`config.mk`:
```
export PLATFORM = sky130hd
export DESIGN_NAME = wave_xfade_mux
export DESIGN_NICKNAME = d
export VERILOG_FILES = /design/src/rtl/wave_xfade_mux.sv
export SDC_FILE = /design/constraint.sdc
export NUM_CORES = 1
export LEC_CHECK = 0
export BUFFER_PORTS_ARGS = -buffer_cell sky130_fd_sc_hd__buf_2
export CORE_ASPECT_RATIO = 1.25
export CORE_MARGIN = 1.5
export CORE_UTILIZATION = 50
export CTS_CLUSTER_DIAMETER = 40
export DETAILED_ROUTE_END_ITERATION = 8
export PLACE_DENSITY = 0.72
export SYNTH_ARGS = -nofsm -noshare
export SYNTH_HDL_FRONTEND = slang
export SYNTH_SLANG_ARGS = --single-unit
```
`constraint.sdc`:
```
create_clock -name clk -period 12.4 [get_ports clk]
set_input_delay 1.24 -clock clk [delete_from_list [all_inputs] [get_ports clk]]
set_output_delay 1.24 -clock clk [all_outputs]
set_load 0.01 [all_outputs]
```
`src/rtl/wave_xfade_mux.sv`:
```
// wave_xfade_mux: N-way waveform selector with percent gain and linear cross-fade.
// Define WAVE_XFADE_PHASE_ALIGN_EN to start each fade-in on the new source's period start.
module wave_xfade_mux #(
  parameter int DATA_W = 16,
  parameter int NUM_SRC = 4,
  localparam int SEL_W = $clog2(NUM_SRC),
  parameter int FADE_LOG2 = 4,
  parameter int FADE_DIV = 1
) (
  input  logic                      clk,
  input  logic                      rst,
  input  logic                      on,
  input  logic [SEL_W-1:0]          sel,
  input  logic [7:0]                amplitude,
  input  logic [NUM_SRC*DATA_W-1:0] src_data,
  input  logic [NUM_SRC-1:0]        src_wrap,
  output logic [DATA_W-1:0]         signal_out,
  output logic [SEL_W-1:0]          active_sel,
  output logic                      busy,
  output logic                      led_on,
  output logic [NUM_SRC-1:0]        led_src
);

  localparam int GW = FADE_LOG2 + 1;
  localparam int PW = DATA_W + 11;
  localparam int QW = PW + GW + 1;
  localparam int SH = 8 + FADE_LOG2;
  localparam int CW = (FADE_DIV > 1) ? $clog2(FADE_DIV) : 1;
  localparam logic [GW-1:0] GMAX = GW'(2 ** FADE_LOG2);
  localparam logic [DATA_W-1:0] MID = DATA_W'(1) << (DATA_W - 1);

  typedef enum logic [2:0] {
    IDLE,
    SWITCH,
    FADE_IN,
    RUN,
    FADE_OUT
  } state_t;

  state_t state, state_d;
  logic [GW-1:0] g, g_d;
  logic [CW-1:0] cnt, cnt_d;
  logic [SEL_W-1:0] asel_d;
  logic step, sel_ok, go;
  logic [DATA_W-1:0] src_cur;
  logic [NUM_SRC-1:0] hot;
`ifdef WAVE_XFADE_PHASE_ALIGN_EN
  logic wrap_cur;
`else
  logic wrap_unused;
`endif

  logic [7:0] amp_c;
  logic [14:0] amp_m;
  logic [8:0] amp_q8;
  logic signed [DATA_W:0] dev;
  logic signed [PW-1:0] p1_d, p1_q;
  logic [GW-1:0] g_q;
  logic z_q;
  logic signed [QW-1:0] p2, y_w;

  always_comb begin
    src_cur = MID;
    hot = '0;
`ifdef WAVE_XFADE_PHASE_ALIGN_EN
    wrap_cur = 1'b0;
`endif
    for (int k = 0; k < NUM_SRC; k++) begin
      if (active_sel == SEL_W'(k)) begin
        src_cur = src_data[k*DATA_W +: DATA_W];
        hot[k] = 1'b1;
`ifdef WAVE_XFADE_PHASE_ALIGN_EN
        wrap_cur = src_wrap[k];
`endif
      end
    end
  end

  assign sel_ok = {1'b0, sel} < (SEL_W + 1)'(NUM_SRC);
  assign step = (cnt == CW'(FADE_DIV - 1));

`ifdef WAVE_XFADE_PHASE_ALIGN_EN
  assign go = sel_ok && (sel == active_sel) && wrap_cur;
`else
  assign go = sel_ok;
  assign wrap_unused = ^src_wrap;
`endif

  always_comb begin
    state_d = state;
    g_d = g;
    asel_d = active_sel;
    unique case (state)
      IDLE: begin
        g_d = '0;
        if (on) begin
          state_d = SWITCH;
          asel_d = sel;
        end
      end
      SWITCH: begin
        g_d = '0;
        asel_d = sel;
        if (go) state_d = FADE_IN;
      end
      FADE_IN: begin
        if (sel != active_sel) begin
          state_d = FADE_OUT;
        end else if (g == GMAX) begin
          state_d = RUN;
        end else if (step) begin
          g_d = g + GW'(1);
          if (g + GW'(1) == GMAX) state_d = RUN;
        end
      end
      RUN: begin
        g_d = GMAX;
        if (sel != active_sel) state_d = FADE_OUT;
      end
      FADE_OUT: begin
        if (sel == active_sel) begin
          state_d = FADE_IN;
        end else if (g == '0) begin
          state_d = SWITCH;
          asel_d = sel;
        end else if (step) begin
          g_d = g - GW'(1);
          if (g == GW'(1)) begin
            state_d = SWITCH;
            asel_d = sel;
          end
        end
      end
      default: begin
        state_d = IDLE;
        g_d = '0;
      end
    endcase
    // Output enable overrides everything, including a pending sel change
    if (!on) begin
      state_d = IDLE;
      g_d = '0;
      asel_d = active_sel;
    end
  end

  always_comb begin
    if (state_d != state || step) cnt_d = '0;
    else cnt_d = cnt + CW'(1);
  end

  always_ff @(posedge clk) begin
    if (rst) begin
      state <= IDLE;
      g <= '0;
      cnt <= '0;
      active_sel <= '0;
      led_on <= 1'b0;
    end else begin
      state <= state_d;
      g <= g_d;
      cnt <= cnt_d;
      active_sel <= asel_d;
      led_on <= on;
    end
  end

  assign busy = (state == SWITCH) || (state == FADE_IN) ||
                (state == FADE_OUT);
  assign led_src = (state != IDLE) ? hot : '0;

  assign amp_c = (amplitude > 8'd100) ? 8'd100 : amplitude;
  assign amp_m = 15'(amp_c) * 15'd164;
  assign amp_q8 = 9'(amp_m >> 6);
  assign dev = $signed({1'b0, src_cur}) - $signed({1'b0, MID});
  assign p1_d = PW'(dev) * PW'($signed({1'b0, amp_q8}));
  assign p2 = QW'(p1_q) * QW'($signed({1'b0, g_q}));
  assign y_w = QW'($signed({1'b0, MID})) + (p2 >>> SH);

  // z_q marks samples taken in IDLE or while disabled; they must emit 0, not MID
  always_ff @(posedge clk) begin
    if (rst) begin
      p1_q <= '0;
      g_q <= '0;
      z_q <= 1'b1;
      signal_out <= '0;
    end else begin
      p1_q <= p1_d;
      g_q <= g;
      z_q <= !on || (state == IDLE);
      if (!on || z_q) signal_out <= '0;
      else if (y_w[QW-1]) signal_out <= '0;
      else if (|y_w[QW-2:DATA_W]) signal_out <= '1;
      else signal_out <= y_w[DATA_W-1:0];
    end
  end

endmodule

```
* Yosys cells after proc, flatten, opt, wreduce, memory -nomap -nowiden *
Index checks and enable logic that the tools add are counted.

operators by class
  bitwise gates (word level) = 2
  $mul = 3
  $add $sub $neg = 5
  mux-type cells = 34
  eq/ne operators = 21
  $lt $le $gt $ge = 1
  reduce and logical (&&, ||, !) cells = 18

operators by type and width
  kind                                                            count
  2-to-1 mux 16 bit                                               5
  multiplier 27 x 6 -> 33 bit                                     1
  2-to-1 mux 3 bit                                                10
  2-to-1 mux 5 bit                                                6
  multiplier 17 x 10 -> 27 bit                                    1
  adder 17 x 21 -> 22 bit (first input constant)                  1
  subtractor 16 x 16 -> 17 bit (second input constant)            1
  OR reduction 16 bit                                             1
  case mux 3 bit (5 select lines)                                 1
  case mux 5 bit (3 select lines)                                 1
  multiplier 8 x 6 -> 13 bit (second input constant)              1
  != test 2 bit (second input constant)                           6
  == test 5 bit (second input constant)                           2
  greater-than comparator 8 x 7 -> 1 bit (second input constant)  1
  2-to-1 mux 2 bit                                                4
  2-to-1 mux 8 bit                                                1
  == test 3 x 2 -> 1 bit (second input constant)                  2
  != test 3 bit (second input constant)                           2
  AND reduction 6 bit                                             1
  OR reduction 2 bit                                              3
  adder 5 x 1 -> 5 bit (second input constant)                    1
  == test 5 x 1 -> 1 bit (second input constant)                  1
  zero test 5 bit                                                 1
  logical OR 1 bit                                                5
  20 further kinds                                                25

word-level totals
  output and inout bits = 24
  word-level logic and storage cells = 93
  input bits = 81
  bits in registers = 61

* Logic depth before layout (Yosys ltp) *
  word-level depth = 11
  depth in mapped cells = 38
  mapped depth without buffers = 38

* Worst setup path before layout *
OpenSTA, ideal clock, no wires.

  path type = input-to-reg
  start point = in amplitude[0]
  end point = reg p1_q[26]
  required time = 12.272 ns
  arrival time = 9.219 ns
  stages = 36
  setup slack = 3.054 ns
  library setup time = 0.128 ns
  buffers on the path = 0
  path through = o21ai_0 > nand2_1 > a31oi_1 > and2_1 > ha_1 > inv_1 > fa_1 > inv_1 > ha_1 > ha_1 > a21o_1 > a21oi_1 > o21bai_1 > a21oi_1 > xnor2_1 > and2_1 > fa_1 > fa_1 > inv_1 > fa_1 > inv_1 > fa_1 > inv_1 > fa_1 > inv_1 > ha_1 > o21a_1 > o21a_1 > a21oi_1 > o21ai_0 > or4b_2 > nand3_1 > a31oi_1 > a311oi_1 > xnor2_1 > nor2_1

between the ends
  word-level cells in the longest chain between the ends = 4

ends and longest elaborated chain
  item                                    line  RTL
  from (decl)                             14    input logic [7:0] amplitude,
  greater-than comparator 8 x 7 -> 1 bit  172   assign amp_c = (amplitude > 8'd100) ? 8'd100 : amplitude;
  2-to-1 mux 8 bit (*)                    172
  multiplier 8 x 6 -> 13 bit (*)          173   assign amp_m = 15'(amp_c) * 15'd164;
  multiplier 17 x 10 -> 27 bit (*)        176   assign p1_d = PW'(dev) * PW'($signed({1'b0, amp_q8}));
  to (signal assigned)                    188   p1_q <= p1_d;
  to (decl)                               57    logic signed [PW-1:0] p1_d, p1_q;

Every way passes the cells marked *; elsewhere a longest branch is shown, timed or not.
A chain may end at the register's enable or synchronous reset.

* Final worst setup path *
Same ends and word-level chain as after synthesis.

==> results.md <==
- Worst Path Arrival: 10.17 ns
- # DRC: 0
- Final Cycle Share: 80.4%
- Vias in the first global route: 10,500
- Hold depth: 1
- Final worst slack: 2.44 ns
- Post-DRT Antenna Nets: 0
- Hold_sp: g[4]
- Core area: 0.0254 mm^2
- Yosys cell types: 66
- CP Class: in2reg
- Critical path data required time: 12.61 ns
- Row cnt: 65
- Post-CTS Setup Bufs: 0
- Longest Clk Path Bufs: 2
- Final Max Tran Viols: 0
- Reg2reg path depth: 22
- Initial antenna violation count: 0
- WHS Endpoint: g_q[4]
- Yosys warns: 0
- Crit-path max cell delay: 0.68 ns
- Synth async-reset ratio: 0%
- Seq cells post-synth: 61
- Synth area leader: fa_1
- Buffers added on ports: 100
- Share of layout cells above drive strength 1: 10.2%
- Sequential fraction of the synthesis area: 9.38%
- Worst skew pair latency: 0.34 ns
- CTS tree: done
- I/O Pins: 105
- Clk slew on worst S/H paths: 0.06 ns
- Worst Tran Pin Value: 0.926 ns
- Via Count: 9,894
- Startpoint types: input port
- Area share of the largest cell type after synthesis: 32.1%
- Final instance area: 0.0141 mm^2
- Die area: 0.0270 mm^2
- Final nets: 2,001
- Area contributors post-synth: fa_1 32%, ha_1 15%, dfxtp_1 9.4%, inv_1 7.0%, and2_1 5.5%
- H-tree depth: 3
- GRT overflow: 0
- GRT Total Usage: 20.3%
- Layout area overhead: 8.63%
- Post-layout min period: 9.96 ns
- Avg Inst Size Synth: 8.77 um^2
- Dpl cell area: 0.0138 mm^2
- Crit. End Element: flop
- Vias/cell: 5.21
- Reg2reg start: active_sel[0]
- Diodes inserted: 0
- Slowest-stage cell, CP: or4b_2
- RSZ-0062 raised after global routing: false
- TritonCTS Buffers: 9
- First-pass GRT wire length: 46.2 mm
- DR WL/cell: 13.5 um
- Pre-CTS WS: 2.07 ns
- Initial Util: 51.3%
- Count of flip-flops with a built-in enable after synthesis: 0
- DRT Pass-1 Iters: 5
- Slew headroom: 38.2%
- GP Congestion: 0.904
- Max Cap Viol: 0
- Filler cell count: 2,300
- CTS Hold Buffers Added: 0
- Worst Path Max Fanout: 9
- Gates resized, CTS repair: 0
- Die height: 183 um
- Critical R2R Capture: p1_q[26]
- Largest net degree at the start of global routing: 36
- Root buf cell: clkbuf_16
- Die X-Extent: 147 um
- Ys flop type: dfxtp_1
- Gate Count Post-Synth: 1,484
- Final wirelength: 25.7 mm
- Status: complete, no violations
- Final setup TNS: 0 ns
- Final hold vios: 0
- Fmax: 0.100 GHz
- Worst Skew: 0.0108 ns
- HPWL Detailed: 22.0 mm
- Final setup fails: 0
- Worst min-delay path category: reg2reg
- Starting DRT DRC Count: 377
- Number of clock sinks: 61
- Worst R2R Setup Slack: 5.02 ns
- Synthesized area: 0.0130 mm^2
synthesized netlist by cell type (3+ instances only):
| library cell | n |
|---|---|
| a31o_2 | 3 |
| a221oi_1 | 3 |
| a211o_1 | 4 |
| and2_1 | 115 |
| o21ai_0 | 34 |
| a21o_1 | 18 |
| nor3b_1 | 3 |
| buf_1 | 5 |
| fa_1 | 209 |
| a211oi_1 | 9 |
| nand3_1 | 18 |
| inv_1 | 244 |
| nor2_1 | 97 |
| a21oi_2 | 3 |
| and4_1 | 3 |
| a21oi_1 | 72 |
| o21bai_1 | 5 |
| nand4_1 | 11 |
| xor2_1 | 27 |
| nand2b_1 | 8 |
| xnor2_1 | 33 |
| nand2_1 | 168 |
| mux2_2 | 7 |
| or2_2 | 6 |
| dfxtp_1 | 61 |
| nor3_1 | 13 |
| a21boi_0 | 3 |
| and3_1 | 13 |
| mux4_2 | 9 |
| o21a_1 | 12 |
| a31oi_1 | 10 |
| ha_1 | 151 |
| mux2i_1 | 11 |
| nor2b_1 | 27 |
| clkbuf_1 | 32 |
per-stage QoR:
stage          util, %  instances  hold WS [ns]
6_report          55.7       1900         0.593
5_1_grt           55.7       1900         0.633
4_1_cts           55.7       1900         0.599
3_5_place_dp      54.4       1884         0.583
3_3_place_gp      54.4       1884         0.572
2_1_floorplan        -       1486         0.548
sequential cells by signal, summed over array words and instances (netlist names):
| register | cells |
|---|---|
| led_on | 1 |
| z_q | 1 |
| g | 5 |
| signal_out | 16 |
| cnt | 1 |
| p1_q | 27 |
| g_q | 5 |
| state | 3 |
| active_sel | 2 |
routing by layer:
layer	GRT usage (%)	wire, um
met1	25.0	11400
met2	38.0	13100
met3	1.97	694
met4	5.12	411
met5	0	0
worst max-delay path: cells and delay by family:
kind	cells	cell delay (ns)
adder cells (fa/ha/maj)	10	3.80
AO/OA/AOI/OAI	11	2.57
AND/OR/NAND/NOR	7	1.66
XOR/XNOR	2	0.44
buffers and inverters	7	0.43
placed cells by master, fill, tap and decap left out, drive strengths merged, types with 3 or more instances in the layout:
master	Yosys	routed
and4	3	3
nand2	168	168
a21o	18	18
xor2	27	27
dfxtp	61	61
mux2i	11	11
fa	209	209
xnor2	33	33
a211o	4	4
buf	9	104
clkbuf	32	10
nand4	11	11
nor2b	27	27
or2	6	6
a211oi	11	11
a21boi	3	3
nand3	18	18
nor2	97	97
mux4	9	9
ha	151	151
nor3b	3	3
o21bai	5	5
a31o	3	3
mux2	7	7
a221oi	3	3
o21a	12	12
and3	13	13
conb	1	3
a311oi	3	3
inv	244	245
a31oi	11	11
nand2b	8	8
and2	115	115
nor3	13	13
o21ai	35	35
a21oi	75	75
how the worst max path moves through the flow:
stage	slack (ns)	end	startpoint
after global placement	2.23	p1_q[26]	amplitude[0]
after detailed placement	2.07	p1_q[26]	amplitude[0]
after CTS	2.40	p1_q[26]	amplitude[0]
after floorplan	3.05	p1_q[26]	amplitude[0]
after global routing	1.73	p1_q[26]	amplitude[0]
final	2.44	p1_q[26]	amplitude[0]
cell type report:
| class | count | area, um^2 | area share, % |
|---|---|---|---|
| Clock buffer | 10 | 239 | 1.69 |
| Clock inverter | 6 | 93.8 | 0.664 |
| Inverter | 244 | 916 | 6.48 |
| Multi-Input combinational cell | 1140 | 10700 | 75.8 |
| Sequential cell | 61 | 1220 | 8.65 |
| Tap cell | 335 | 419 | 2.96 |
| Timing Repair Buffer | 104 | 531 | 3.75 |
cell families (layout without fill, tap and decap cells):
| group | count (synthesis) | after routing | share of synthesized area (%) |
|---|---|---|---|
| mux | 27 | 27 | 3.01 |
| compound gates | 198 | 198 | 10.0 |
| flops | 61 | 61 | 9.38 |
| xor+xnor | 60 | 60 | 4.04 |
| buf+inv | 285 | 364 | 8.33 |
| fa+ha+maj | 360 | 360 | 46.7 |
| other cells | 1 | 3 | 0.0288 |
| simple gates | 492 | 492 | 18.5 |
Power is left out: the tool's default activity adds up to more than one toggle a clock period on the data nets, which glitch-free logic cannot reach.
